[config.mk]
export PLATFORM = sky130hd
export DESIGN_NAME = uart_rx_core
export DESIGN_NICKNAME = d
export VERILOG_FILES = /design/src/rtl/uart_rx_core_pkg.sv /design/src/rtl/uart_rx_sampler.sv /design/src/rtl/uart_rx_core.sv
export SDC_FILE = /design/constraint.sdc
export NUM_CORES = 1
export LEC_CHECK = 0
export ABC_CLOCK_PERIOD_IN_PS = 2700
export BUFFER_PORTS_ARGS = -buffer_cell sky130_fd_sc_hd__buf_2
export CAP_MARGIN = 5
export CORE_MARGIN = 5
export CORE_UTILIZATION = 30
export CTS_CLUSTER_SIZE = 12
export DETAILED_ROUTE_END_ITERATION = 10
export SETUP_SLACK_MARGIN = 0.1
export SYNTH_ARGS = -nofsm -noshare
export SYNTH_HDL_FRONTEND = slang
export SYNTH_SLANG_ARGS = --single-unit
[constraint.sdc]
create_clock -name CLK -period 2.7 [get_ports CLK]
set_input_delay 0.27 -clock CLK [delete_from_list [all_inputs] [get_ports CLK]]
set_output_delay 0.27 -clock CLK [all_outputs]
set_load 0.005 [all_outputs]
[src/rtl/uart_rx_core_pkg.sv]
// Shared definitions for the UART receiver: FSM state encoding, parity type
// encoding and the 3-input majority helper used by the bit sampler.
package uart_rx_core_pkg;

  typedef enum logic [2:0] {
    StIdle   = 3'd0,
    StStart  = 3'd1,
    StData   = 3'd2,
    StParity = 3'd3,
    StStop   = 3'd4
  } rx_state_e;

  typedef enum logic {
    ParEven = 1'b0,
    ParOdd  = 1'b1
  } par_typ_e;

  function automatic logic maj3(input logic a, input logic b, input logic c);
    return (a & b) | (a & c) | (b & c);
  endfunction

endpackage

[src/rtl/uart_rx_sampler.sv]
// Bit sampler for the UART receiver: counts oversampling edges within a bit and
// majority-votes the three samples around mid-bit.
//   clk_i          receive clock (PRESCALE x baud)
//   rst_i          synchronous reset, active-high
//   en_i           count while a frame is in progress; counter held at 0 otherwise
//   rx_i           synchronised serial line
//   sampled_bit_o  majority of the three mid-bit samples (valid with sample_done_o)
//   sample_done_o  high on the cycle the third sample is taken
//   bit_end_o      high on the last edge of the bit period
module uart_rx_sampler
  import uart_rx_core_pkg::*;
#(
  parameter int unsigned PRESCALE = 8,
  parameter int unsigned CNT_W    = 3
) (
  input  logic clk_i,
  input  logic rst_i,
  input  logic en_i,
  input  logic rx_i,
  output logic sampled_bit_o,
  output logic sample_done_o,
  output logic bit_end_o
);

  localparam logic [CNT_W-1:0] SmpA     = CNT_W'(PRESCALE / 2 - 1);
  localparam logic [CNT_W-1:0] SmpB     = CNT_W'(PRESCALE / 2);
  localparam logic [CNT_W-1:0] SmpC     = CNT_W'(PRESCALE / 2 + 1);
  localparam logic [CNT_W-1:0] LastEdge = CNT_W'(PRESCALE - 1);

  logic [CNT_W-1:0] cnt_q, cnt_d;
  logic             smp_a_q, smp_a_d;
  logic             smp_b_q, smp_b_d;

  always_comb begin
    cnt_d   = cnt_q;
    smp_a_d = smp_a_q;
    smp_b_d = smp_b_q;
    if (!en_i) begin
      cnt_d = '0;
    end else begin
      cnt_d = (cnt_q == LastEdge) ? '0 : cnt_q + 1'b1;
      if (cnt_q == SmpA) smp_a_d = rx_i;
      if (cnt_q == SmpB) smp_b_d = rx_i;
    end
  end

  always_ff @(posedge clk_i) begin
    if (rst_i) begin
      cnt_q   <= '0;
      smp_a_q <= 1'b1;
      smp_b_q <= 1'b1;
    end else begin
      cnt_q   <= cnt_d;
      smp_a_q <= smp_a_d;
      smp_b_q <= smp_b_d;
    end
  end

  // Third sample is taken live from rx_i so the vote is ready on the same cycle.
  assign sampled_bit_o = maj3(smp_a_q, smp_b_q, rx_i);
  assign sample_done_o = en_i && (cnt_q == SmpC);
  assign bit_end_o     = en_i && (cnt_q == LastEdge);

endmodule

[src/rtl/uart_rx_core.sv]
// UART receiver core: synchronises RX_IN, frames start/data/[parity]/stop bits,
// checks parity and stop, and presents the received byte with one-cycle status pulses.
//   CLK         receive clock (PRESCALE x baud)
//   RST_SYN     synchronous reset, active-high
//   RX_IN       serial line, idle high, asynchronous to CLK
//   PAR_EN      frame carries a parity bit (latched at start detect)
//   PAR_TYP     0 = even, 1 = odd parity (latched at start detect)
//   P_DATA      last cleanly received byte
//   Data_Valid  pulse: P_DATA updated from a clean frame
//   PAR_ERR     pulse: parity mismatch
//   STP_ERR     pulse: stop bit sampled low
//   busy        frame in progress
module uart_rx_core
  import uart_rx_core_pkg::*;
#(
  parameter int unsigned DATA_BITS = 8,
  parameter int unsigned PRESCALE  = 8,
  parameter int unsigned CNT_W     = 3
) (
  input  logic                 CLK,
  input  logic                 RST_SYN,
  input  logic                 RX_IN,
  input  logic                 PAR_EN,
  input  logic                 PAR_TYP,
  output logic [DATA_BITS-1:0] P_DATA,
  output logic                 Data_Valid,
  output logic                 PAR_ERR,
  output logic                 STP_ERR,
  output logic                 busy
);

  localparam int unsigned BitCntW = $clog2(DATA_BITS + 1);
  localparam logic [BitCntW-1:0] LastBit = BitCntW'(DATA_BITS);

  rx_state_e            state_q, state_d;
  logic                 rx_meta_q, rx_s_q;
  logic [BitCntW-1:0]   bit_cnt_q, bit_cnt_d;
  logic [DATA_BITS-1:0] shadow_q, shadow_d;
  logic [DATA_BITS-1:0] p_data_q, p_data_d;
  logic                 perr_q, perr_d;
  logic                 par_en_q, par_en_d;
  par_typ_e             par_typ_q, par_typ_d;
  logic                 dv_q, dv_d;
  logic                 par_err_q, par_err_d;
  logic                 stp_err_q, stp_err_d;
  logic                 active;
  logic                 sampled_bit, sample_done, bit_end;
  logic                 exp_par;

  uart_rx_sampler #(
    .PRESCALE(PRESCALE),
    .CNT_W   (CNT_W)
  ) u_sampler (
    .clk_i        (CLK),
    .rst_i        (RST_SYN),
    .en_i         (active),
    .rx_i         (rx_s_q),
    .sampled_bit_o(sampled_bit),
    .sample_done_o(sample_done),
    .bit_end_o    (bit_end)
  );

  // State register.
  always_ff @(posedge CLK) begin
    if (RST_SYN) state_q <= StIdle;
    else         state_q <= state_d;
  end

  // Next-state logic.
  always_comb begin
    state_d = state_q;
    unique case (state_q)
      StIdle:   if (!rx_s_q) state_d = StStart;
      StStart: begin
        if (sample_done && sampled_bit) state_d = StIdle;
        else if (bit_end)               state_d = StData;
      end
      StData: begin
        if (bit_end && (bit_cnt_q == LastBit)) state_d = par_en_q ? StParity : StStop;
      end
      StParity: if (bit_end) state_d = StStop;
      // Leave mid stop bit so the next start edge is caught even with baud skew.
      StStop:   if (sample_done) state_d = StIdle;
      default:  state_d = StIdle;
    endcase
  end

  // FSM outputs.
  always_comb begin
    active = (state_q != StIdle);
    busy   = active;
  end

  assign exp_par = (par_typ_q == ParOdd) ? ~^shadow_q : ^shadow_q;

  // Datapath next-state.
  always_comb begin
    bit_cnt_d = bit_cnt_q;
    shadow_d  = shadow_q;
    p_data_d  = p_data_q;
    perr_d    = perr_q;
    par_en_d  = par_en_q;
    par_typ_d = par_typ_q;
    dv_d      = 1'b0;
    par_err_d = 1'b0;
    stp_err_d = 1'b0;
    unique case (state_q)
      StIdle: begin
        if (!rx_s_q) begin
          bit_cnt_d = '0;
          perr_d    = 1'b0;
          par_en_d  = PAR_EN;
          par_typ_d = par_typ_e'(PAR_TYP);
        end
      end
      StData: begin
        if (sample_done) begin
          shadow_d  = {sampled_bit, shadow_q[DATA_BITS-1:1]};
          bit_cnt_d = bit_cnt_q + 1'b1;
        end
      end
      StParity: if (sample_done) perr_d = (sampled_bit != exp_par);
      StStop: begin
        if (sample_done) begin
          if (sampled_bit && !perr_q) begin
            p_data_d = shadow_q;
            dv_d     = 1'b1;
          end
          stp_err_d = ~sampled_bit;
          par_err_d = perr_q;
        end
      end
      default: ;
    endcase
  end

  always_ff @(posedge CLK) begin
    if (RST_SYN) begin
      rx_meta_q <= 1'b1;
      rx_s_q    <= 1'b1;
      bit_cnt_q <= '0;
      shadow_q  <= '0;
      p_data_q  <= '0;
      perr_q    <= 1'b0;
      par_en_q  <= 1'b0;
      par_typ_q <= ParEven;
      dv_q      <= 1'b0;
      par_err_q <= 1'b0;
      stp_err_q <= 1'b0;
    end else begin
      rx_meta_q <= RX_IN;
      rx_s_q    <= rx_meta_q;
      bit_cnt_q <= bit_cnt_d;
      shadow_q  <= shadow_d;
      p_data_q  <= p_data_d;
      perr_q    <= perr_d;
      par_en_q  <= par_en_d;
      par_typ_q <= par_typ_d;
      dv_q      <= dv_d;
      par_err_q <= par_err_d;
      stp_err_q <= stp_err_d;
    end
  end

  assign P_DATA     = p_data_q;
  assign Data_Valid = dv_q;
  assign PAR_ERR    = par_err_q;
  assign STP_ERR    = stp_err_q;

endmodule

Word-level counts from Yosys, hierarchy flattened
Index checks and enable logic that the tools add are counted.
{"block": "op_classes", "reduce_logical": 22, "n_mux": 16, "add_sub_neg": 2, "eq_ne": 17, "n_bitwise": 10}
{"operator": "3-bit 2-to-1 mux", "n": 7}
{"operator": "3-bit case mux with 5 select lines", "n": 1}
{"operator": "3-bit equality test (second input constant)", "n": 4}
{"operator": "2-bit inequality test (second input constant)", "n": 6}
{"operator": "3-bit by 2-bit equality test with 1-bit output (second input constant)", "n": 3}
{"operator": "3-bit AND reduction", "n": 3}
{"operator": "4-bit 2-to-1 mux", "n": 2}
{"operator": "4-bit case mux with 2 select lines", "n": 1}
{"operator": "2-bit AND reduction", "n": 4}
{"operator": "8-bit XNOR reduction", "n": 1}
{"operator": "8-bit parity", "n": 1}
{"operator": "3-bit OR reduction", "n": 2}
{"operator": "1-bit logical AND", "n": 5}
{"operator": "1-bit inverter", "n": 5}
{"operator": "5-bit AND reduction", "n": 1}
{"operator": "4-bit by 1-bit adder with 4-bit output (second input constant)", "n": 1}
{"operator": "4-bit equality test (second input constant)", "n": 1}
{"operator": "1-bit 2-to-1 mux", "n": 4}
{"operator": "2-bit nonzero test", "n": 2}
{"operator": "3-bit by 1-bit adder with 3-bit output (second input constant)", "n": 1}
{"operator": "1-bit bitwise AND", "n": 3}
{"operator": "3-bit by 1-bit equality test with 1-bit output (second input constant)", "n": 1}
{"operator": "3-bit zero test", "n": 1}
{"operator": "3-bit inequality test (second input constant)", "n": 1}
{"operator": "5 further kinds", "n": 6}
{"block": "totals", "inputBits": 5, "wordCells": 82, "output_inout_bits": 12, "ff_bits": 36}

Logic depth before layout (Yosys ltp)
Gate-level depths: netlist (run 1).
{"block": "depth", "depth_word": 6, "mapped_depth": 7, "depth_no_buf": 6}

By module
Synthesis (run 1) repeated with hierarchy kept, for this count alone.
{"block": "hier_totals", "hier_cells": 181, "hier_area_um2": 1660.3}
{"mod": "uart_rx_core", "instances": 1, "area_each_um2": 1397.6, "cells_each": 154, "seq_area_each_um2": 620.6}
{"mod": "uart_rx_sampler", "instances": 1, "area_each_um2": 262.8, "cells_each": 27, "seq_area_each_um2": 100.1}

Worst setup path before layout (run 1)
Ideal clock, no wire load.
{"block": "synth_path", "kind": "register to register", "startpoint": "reg u_sampler.cnt_q[1]", "endpoint": "reg state_q[0]", "path_stages_with_launch": 7, "path_buffers": 0, "synth_period_minus_slack_ps": 1484, "setup_ps": 131, "t_required_ps": 2569, "t_arrival_ps": 1353, "path_slack_ps": 1216, "path_cell_list": "dfxtp_1 > inv_1 > ha_1 > and3_1 > nor4_1 > a211o_1 > o22ai_1"}
{"block": "synth_via", "elab_chain_cells": 5, "word_cells_on_any_way": 13, "classes_between": "eq/ne: 6; mux: 2; reduce/logical: 5"}
{"element": "from (decl)", "line_no": "uart_rx_sampler.sv:30", "text": "logic [CNT_W-1:0] cnt_q, cnt_d;"}
{"element": "from (signal assigned)", "line_no": "uart_rx_sampler.sv:53", "text": "cnt_q <= cnt_d;"}
{"element": "3-bit equality test, on equally long branches", "line_no": "uart_rx_sampler.sv:61, uart_rx_sampler.sv:62"}
{"element": "1-bit logical AND, on equally long branches", "line_no": "uart_rx_sampler.sv:61, uart_rx_sampler.sv:62"}
{"element": "1-bit logical AND, on equally long branches", "line_no": "uart_rx_core.sv:75, uart_rx_core.sv:79"}
{"element": "3-bit inequality test (no source line) (tied with other cells)"}
{"element": "5-bit AND reduction (no source line) or 3-bit case mux with 5 select lines (tied branches)"}
{"element": "to (signal assigned)", "line_no": "uart_rx_core.sv:65", "text": "if (RST_SYN) state_q <= StIdle;"}
{"element": "to (signal assigned)", "line_no": "uart_rx_core.sv:66", "text": "else state_q <= state_d;"}
{"element": "to (decl)", "line_no": "uart_rx_core.sv:35", "text": "rx_state_e state_q, state_d;"}
Several ways; a longest one is shown, not always the timed one.
A chain may end at the register's enable or synchronous reset.

Worst setup path after layout (run 1)
{"block": "layout_path", "startpoint": "reg state_q[2]", "endpoint": "out busy"}
{"block": "layout_via", "elab_chain_cells": 1}
{"element": "3-bit nonzero test", "line_no": "uart_rx_core.sv:90", "text": "active = (state_q != StIdle);"}
{"element": "to (decl)", "line_no": "uart_rx_core.sv:29", "text": "output logic busy"}
No other way between the ends.

==> results of run 1 <==
placed cells by master (no fill, tap or decap), drive strengths merged, types with 6 or more instances in the layout:
| cell | n |
|---|---|
| clkbuf | 8 |
| ha | 7 |
| nor3 | 6 |
| inv | 8 |
| nand2 | 7 |
| dfxtp | 36 |
| buf | 18 |
| nor2 | 27 |
| xnor2 | 6 |
| mux2i | 19 |
| nand3 | 8 |
final timing paths:
path	start	end	slack (ps)	depth (start not counted)
setup / recovery	state_q[2]	busy	1010	2
hold / removal	RX_IN	rx_meta_q	170	2
setup reg to reg	u_sampler.cnt_q[1]	state_q[0]	1040	6
hold reg to reg	rx_meta_q	rx_s_q	420	1
routing by layer:
layer,GRT usage,vias up,share of wire
li1,-,607,-
met1,0.1133,546,0.49
met2,0.1435,23,0.46
met3,0.03435,4,0.047
met4,0.03363,0,0.0077
met5,0,-,0
through the flow:
step                      hold slack (ps)  utilization  area (sq um)  instances
after global placement              399.0       0.3278          1783        249
after global routing                158.8       0.3444          1873        257
final                               171.6       0.3444          1873        257
after detailed placement            406.0       0.3278          1783        249
after floorplan                     373.8            -          1649        169
after CTS                           161.4       0.3444          1873        257
flip-flops by register name (all words and copies together) (netlist names):
| name | flops |
|---|---|
| P_DATA | 8 |
| perr_q | 1 |
| u_sampler.smp_a_q | 1 |
| bit_cnt_q | 4 |
| u_sampler.cnt_q | 3 |
| rx_meta_q | 1 |
| rx_s_q | 1 |
| par_en_q | 1 |
| PAR_ERR | 1 |
| STP_ERR | 1 |
| Data_Valid | 1 |
| state_q | 3 |
| par_typ_q | 1 |
| shadow_q | 8 |
| u_sampler.smp_b_q | 1 |
final cells by class:
type / instances / area, sq um
Timing Repair Buffer: 18 / 95.09
Inverter: 8 / 30.03
Tap cell: 72 / 90.09
Sequential cell: 36 / 720.7
Clock buffer: 8 / 90.09
Multi-Input combinational cell: 115 / 847.1
Fill cell: 578 / 3566
cell families (layout without fill, tap and decap cells):
kind of cell | count (synthesis) | count (layout) | share of synthesized area
flops | 36 | 36 | 0.4370
fa+ha+maj | 8 | 8 | 0.06145
simple gates | 64 | 64 | 0.1958
mux | 19 | 19 | 0.1153
compound gates | 15 | 15 | 0.07663
xor+xnor | 9 | 9 | 0.06449
buf+inv | 18 | 34 | 0.04932
power by group through the flow:
| stage | sequential (uW) | clock, uW | combinational, uW |
|---|---|---|---|
| after global placement | 577 | 0 | 107 |
| after global routing | 569 | 430 | 121 |
| after detailed placement | 578 | 0 | 107 |
| final | 566 | 389 | 106 |
| after floorplan | 560 | 0 | 101 |
| after CTS | 565 | 408 | 107 |
critical path, delay by kind of cell (launching register included):
kind                   cells  cell delay (ps)
buffers and inverters      1              170
and+or+nand+nor            1              510
DFF                        1              450
==> results by group, run 1 <==
Floorplan
  • # rows: 27
  • CORE AREA: 5439 sq um
  • Die X: 84.14 microns
  • Die Footprint: 7080 sq um
  • Die Ht: 84.14 microns
  • I/O pins: 17
  • Starting Density: 0.3032

Drt
  • First-pass DRT Iterations: 4
  • Routed wire length per instance: 12.05 microns
  • Initial DRC count: 89
  • DR DRC count: 0
  • Vias per cell: 4.591
  • Vias: 1180
  • Routed WL: 3.098 mm
  • Post-DRT Antenna Nets: 0

Timing
  • Fmax: 592.1 MHz
  • Setup ws final: 1011 ps
  • Slew @ Worst Pin: 636.4 ps
  • RSZ-0062 raised after global routing: false
  • TNS Setup: 0 ps
  • Max-slew violations: 0
  • Final Hold Fails: 0
  • Final Skew: 4.627 ps
  • Setup Viol. Count Final: 0
  • Crit share post-route: 0.6255
  • Relative slew slack: 0.5758
  • Clock period minus worst slack: 1689 ps

Synthesis
  • Area contributors post-synth: dfxtp_1, mux2i_1, nor2_1, ha_1, xnor2_1
  • Synth Net Count: 181
  • Post-synth ARST share: 0
  • Register area share after synthesis: 0.4370
  • Flops & latches, synth: 36
  • Number of distinct library cells after synthesis: 35
  • Synth top area share: 0.4370
  • Post-synth EDFFs: 0
  • Main flop type after synthesis: dfxtp_1
  • Top-count cell post-synth: dfxtp_1
  • Syn Inst Count: 169
  • Most frequent cells after synthesis: dfxtp_1, nor2_1, mux2i_1, inv_1, nand3_1
  • Avg Inst Size Synth: 9.758 sq um
  • Mapped cell area: 1649 sq um
  • Leading area contributor after synthesis: dfxtp_1
  • Synth Warn #: 0

Place
  • RePlAce Congestion: 0.7457
  • Placement Setup Slack: 1048 ps
  • Post-DP HPWL: 2.121 mm
  • IO Port Bufs: 16

Power and ir drop
  • Flop pwr share: 0.533
  • Pint: 793.5 uW
  • Net switching power: 267.9 uW
  • Cell Pwr Density: 566.7 nW/um^2
  • Leakage Power: 0.0007930 uW
  • Comb pwr share: 0.100
  • Clock group share of total power: 0.367
  • Final Total Pwr: 1061 uW
  • Sw Share: 0.2524
  • Worst VDD drop: 300.4 uV

Clock network
  • Post-CTS Setup Bufs: 0
  • CTS sink count: 36
  • Post-cts resize count: 0
  • Clk buf depth: 2
  • Clk_lat worst skew: 280 ps
  • CTS tree: done
  • Clock-pin slew on the worst setup and hold paths: 70 ps
  • Root Buffer Master: clkbuf_8
  • Num CTS Buffers: 5
  • H-tree depth: 2
  • Hold bufs inserted after CTS: 0

Critical path
  • Critical path data required time: 2430 ps
  • Worst Path Arrival: 1420 ps
  • CP max-delay cell: or3_1
  • Max incr delay on CP: 510 ps
  • Cell chain of the critical path: or3_1 > buf_2
  • Critical Path End Type: primary output
  • Setup Crit Path Kind: reg2out
  • Crit Path Max Fanout: 13
  • CP startpoint kind: register

Flow run
  • Max-cap viol count: 0

Global route
  • First-pass GRT wire length: 5.278 mm
  • Antenna violations before repair: 0
  • GR Util All Layers: 0.09108
  • GR Overflow Total: 0
  • Vias in the first global route: 1172
  • Largest net degree at the start of global routing: 36

Layout
  • Area growth from synthesis to layout: 13.58%
  • Final nets: 196
  • Antenna fix cells: 0
  • Layout cell share with drive strength beyond 1: 0.1730

Run status
  • Status: finished, final reports clean

Worst hold path
  • Hold Path Class: in2reg
No activity file was read; power rests on OpenSTA's default activity.
==> run 2, diff against run 1 <==
--- a/config.mk
+++ b/config.mk
@@ -5,7 +5,7 @@
 export SDC_FILE = /design/constraint.sdc
 export NUM_CORES = 1
 export LEC_CHECK = 0
-export ABC_CLOCK_PERIOD_IN_PS = 2700
+export ABC_CLOCK_PERIOD_IN_PS = 1500
 export BUFFER_PORTS_ARGS = -buffer_cell sky130_fd_sc_hd__buf_2
 export CAP_MARGIN = 5
 export CORE_MARGIN = 5
==> constraint.sdc (replaced) <==
create_clock -name CLK -period 1.5 [get_ports CLK]
set_input_delay 0.15 -clock CLK [delete_from_list [all_inputs] [get_ports CLK]]
set_output_delay 0.15 -clock CLK [all_outputs]
set_load 0.005 [all_outputs]
==> results by group, run 2 (synthesis results as in run 1) <==
Power and ir drop
  • Pint: 1649 uW (was 793.5 uW)
  • Final Total Pwr: 2201 uW (was 1061 uW)
  • Clock group share of total power: 0.387 (was 0.367)
  • Leakage Power: 0.0009333 uW (was 0.0007930 uW)
  • Comb pwr share: 0.149 (was 0.100)
  • Worst VDD drop: 458.5 uV (was 300.4 uV)
  • Flop pwr share: 0.464 (was 0.533)
  • Sw Share: 0.2510 (was 0.2524)
  • Net switching power: 552.6 uW (was 267.9 uW)
  • Cell Pwr Density: 1018 nW/um^2 (was 566.7 nW/um^2)

Drt
  • Routed WL: 3.536 mm (was 3.098 mm)
  • Vias: 1267 (was 1180)
  • Post-DRT Antenna Nets: 0 (unchanged)
  • DR DRC count: 0 (unchanged)
  • Vias per cell: 4.558 (was 4.591)
  • Initial DRC count: 44 (was 89)
  • Routed wire length per instance: 12.72 microns (was 12.05 microns)
  • First-pass DRT Iterations: 4 (unchanged)

Timing
  • TNS Setup: 0 ps (unchanged)
  • Relative slew slack: 0.7455 (was 0.5758)
  • Final Skew: 9.381 ps (was 4.627 ps)
  • Final Hold Fails: 0 (unchanged)
  • Worst hold slack: 41.00 ps (was 171.6 ps)
  • Setup Viol. Count Final: 0 (unchanged)
  • RSZ-0062 raised after global routing: true (was false)
  • Fmax: 667.2 MHz
  • Max-slew violations: 0 (unchanged)
  • Slew @ Worst Pin: 381.8 ps (was 636.4 ps)
  • Clock period minus worst slack: 1499 ps
  • Crit share post-route: 0.9992

Clock network
  • Clock-pin slew on the worst setup and hold paths: 70 ps (about the same)
  • Clk buf depth: 2 (unchanged)
  • H-tree depth: 2 (unchanged)
  • CTS sink count: 36 (unchanged)
  • Hold bufs inserted after CTS: 0 (unchanged)
  • Clk_lat worst skew: 300 ps (was 280 ps)
  • Num CTS Buffers: 5 (unchanged)
  • CTS tree: done (unchanged)
  • Root Buffer Master: clkbuf_8 (unchanged)

Critical path
  • CP bufs+invs: 3 (was 1)
  • CP startpoint kind: register (unchanged)
  • Max incr delay on CP: 380 ps (was 510 ps)
  • Critical path data required time: 1350 ps (was 2430 ps)
  • CP delay by family, top: simple AND/OR/NAND/NOR gates (unchanged)
  • Critical Path End Type: primary output (unchanged)
  • Worst reg2reg path depth: 7 (was 6)
  • CP Depth: 4 (was 2)
  • Cell chain of the critical path: buf_6 > or3_4 > buf_6 > buf_6 (was or3_1 > buf_2)
  • Setup Crit Path Kind: reg2out (unchanged)
  • Crit Path Max Fanout: 4 (was 13)
  • Worst Path Arrival: 1350 ps (was 1420 ps)
  • CP dominant cell by count: buf_6
  • CP max-delay cell: or3_4 (was or3_1)

Layout
  • Area growth from synthesis to layout: 31.18% (was 13.58%)
  • Non-Filler Instances: 278 (was 257)
  • Leading cell type in the layout, fill and taps excluded: dfxtp_1 (unchanged)
  • Final nets: 217 (was 196)
  • Commonest non-fill, non-tap cells in the layout: dfxtp_1, nor2_1, mux2i_1, buf_2, buf_4 (was dfxtp_1, nor2_1, mux2i_1, buf_2)
  • Final Core Density: 0.3977 (was 0.3444)
  • Layout cell share with drive strength beyond 1: 0.3350 (was 0.1730)
  • Filler instances: 559 (was 578)
  • Antenna fix cells: 0 (unchanged)

Place
  • Post-DP HPWL: 2.340 mm (was 2.121 mm)
  • RePlAce Congestion: 0.7499 (was 0.7457)
  • Post-Place Cells: 264 (was 249)
  • IO Port Bufs: 16 (unchanged)

Global route
  • First-pass GRT wire length: 6.182 mm (was 5.278 mm)
  • Antenna violations before repair: 0 (unchanged)
  • Vias in the first global route: 1312 (was 1172)
  • GR Util All Layers: 0.1087 (was 0.09108)
  • GR Overflow Total: 0 (unchanged)
  • Largest net degree at the start of global routing: 20 (was 36)

Floorplan
  • # rows: 27 (unchanged)
  • Starting Density: 0.3032 (unchanged)
  • Die Footprint: 7080 sq um (unchanged)
  • I/O pins: 17 (unchanged)
  • Die X: 84.14 microns (unchanged)
  • Die Ht: 84.14 microns (unchanged)
  • CORE AREA: 5439 sq um (unchanged)

Worst hold path
  • Hold Path Class: in2reg (unchanged)
  • Hold depth: 2 (unchanged)

Run status
  • Status: finished, final reports clean (unchanged)

Flow run
  • Max-cap viol count: 0 (unchanged)
==> run 2: changes by cell type in the layout (fill, tap and decap cells not counted), moves of 2 or more <==
cell     change
dfxtp_1      -6
inv_2        +2
buf_6        +9
buf_4       +11
inv_1        -2
dfxtp_2      +6
==> run 2: worst paths after layout <==
check	end	slack, ps	from
hold / removal	rx_meta_q	40	RX_IN
setup / recovery	busy	1	state_q[1]
hold reg to reg	rx_s_q	410	rx_meta_q
setup reg to reg	P_DATA[1]	10	state_q[2]
==> run 2: layout make-up <==
| class | instances | area, sq um | share of cell area |
|---|---|---|---|
| Multi-Input combinational cell | 115 | 888.4 | 0.4106 |
| Sequential cell | 36 | 728.2 | 0.3366 |
| Timing Repair Buffer | 39 | 319.1 | 0.1475 |
| Tap cell | 72 | 90.09 | 0.04164 |
| Clock buffer | 6 | 72.57 | 0.03355 |
| Clock inverter | 2 | 35.03 | 0.01619 |
| Inverter | 8 | 30.03 | 0.01388 |
==> run 2: repair_timing <==
action,CTS,global route
setup buffers,5,1
endpoints found under the setup margin,24,29
pin swaps,4,7
gates cloned,1,0
gates resized for setup,14,8
==> run 2: through the flow <==
| stage | instance area [sq um] | setup WS [ps] |
|---|---|---|
| 2_1_floorplan | 1672 | 100.8 |
| 3_3_place_gp | 1939 | 11.72 |
| 3_5_place_dp | 1939 | 3.433 |
| 4_1_cts | 2162 | -7.205 |
| 5_1_grt | 2163 | -64.28 |
| 6_report | 2163 | 1.144 |
==> run 2: routing by layer <==
| layer | vias up | wire (microns) | track usage |
|---|---|---|---|
| met5 | - | 0 | 0 |
| met3 | 6 | 187 | 0.04612 |
| met1 | 590 | 1703 | 0.1407 |
| li1 | 650 | - | - |
| met2 | 21 | 1603 | 0.1657 |
| met4 | 0 | 41 | 0.03070 |
==> run 2: power groups by stage <==
| stage | Clock (uW) | Combinational, uW | Sequential [uW] |
|---|---|---|---|
| after CTS | 877 | 325 | 1020 |
| after floorplan | 0 | 191 | 1010 |
| after detailed placement | 0 | 278 | 1030 |
| after global placement | 0 | 275 | 1040 |
| final | 852 | 328 | 1020 |
| after global routing | 925 | 362 | 1030 |
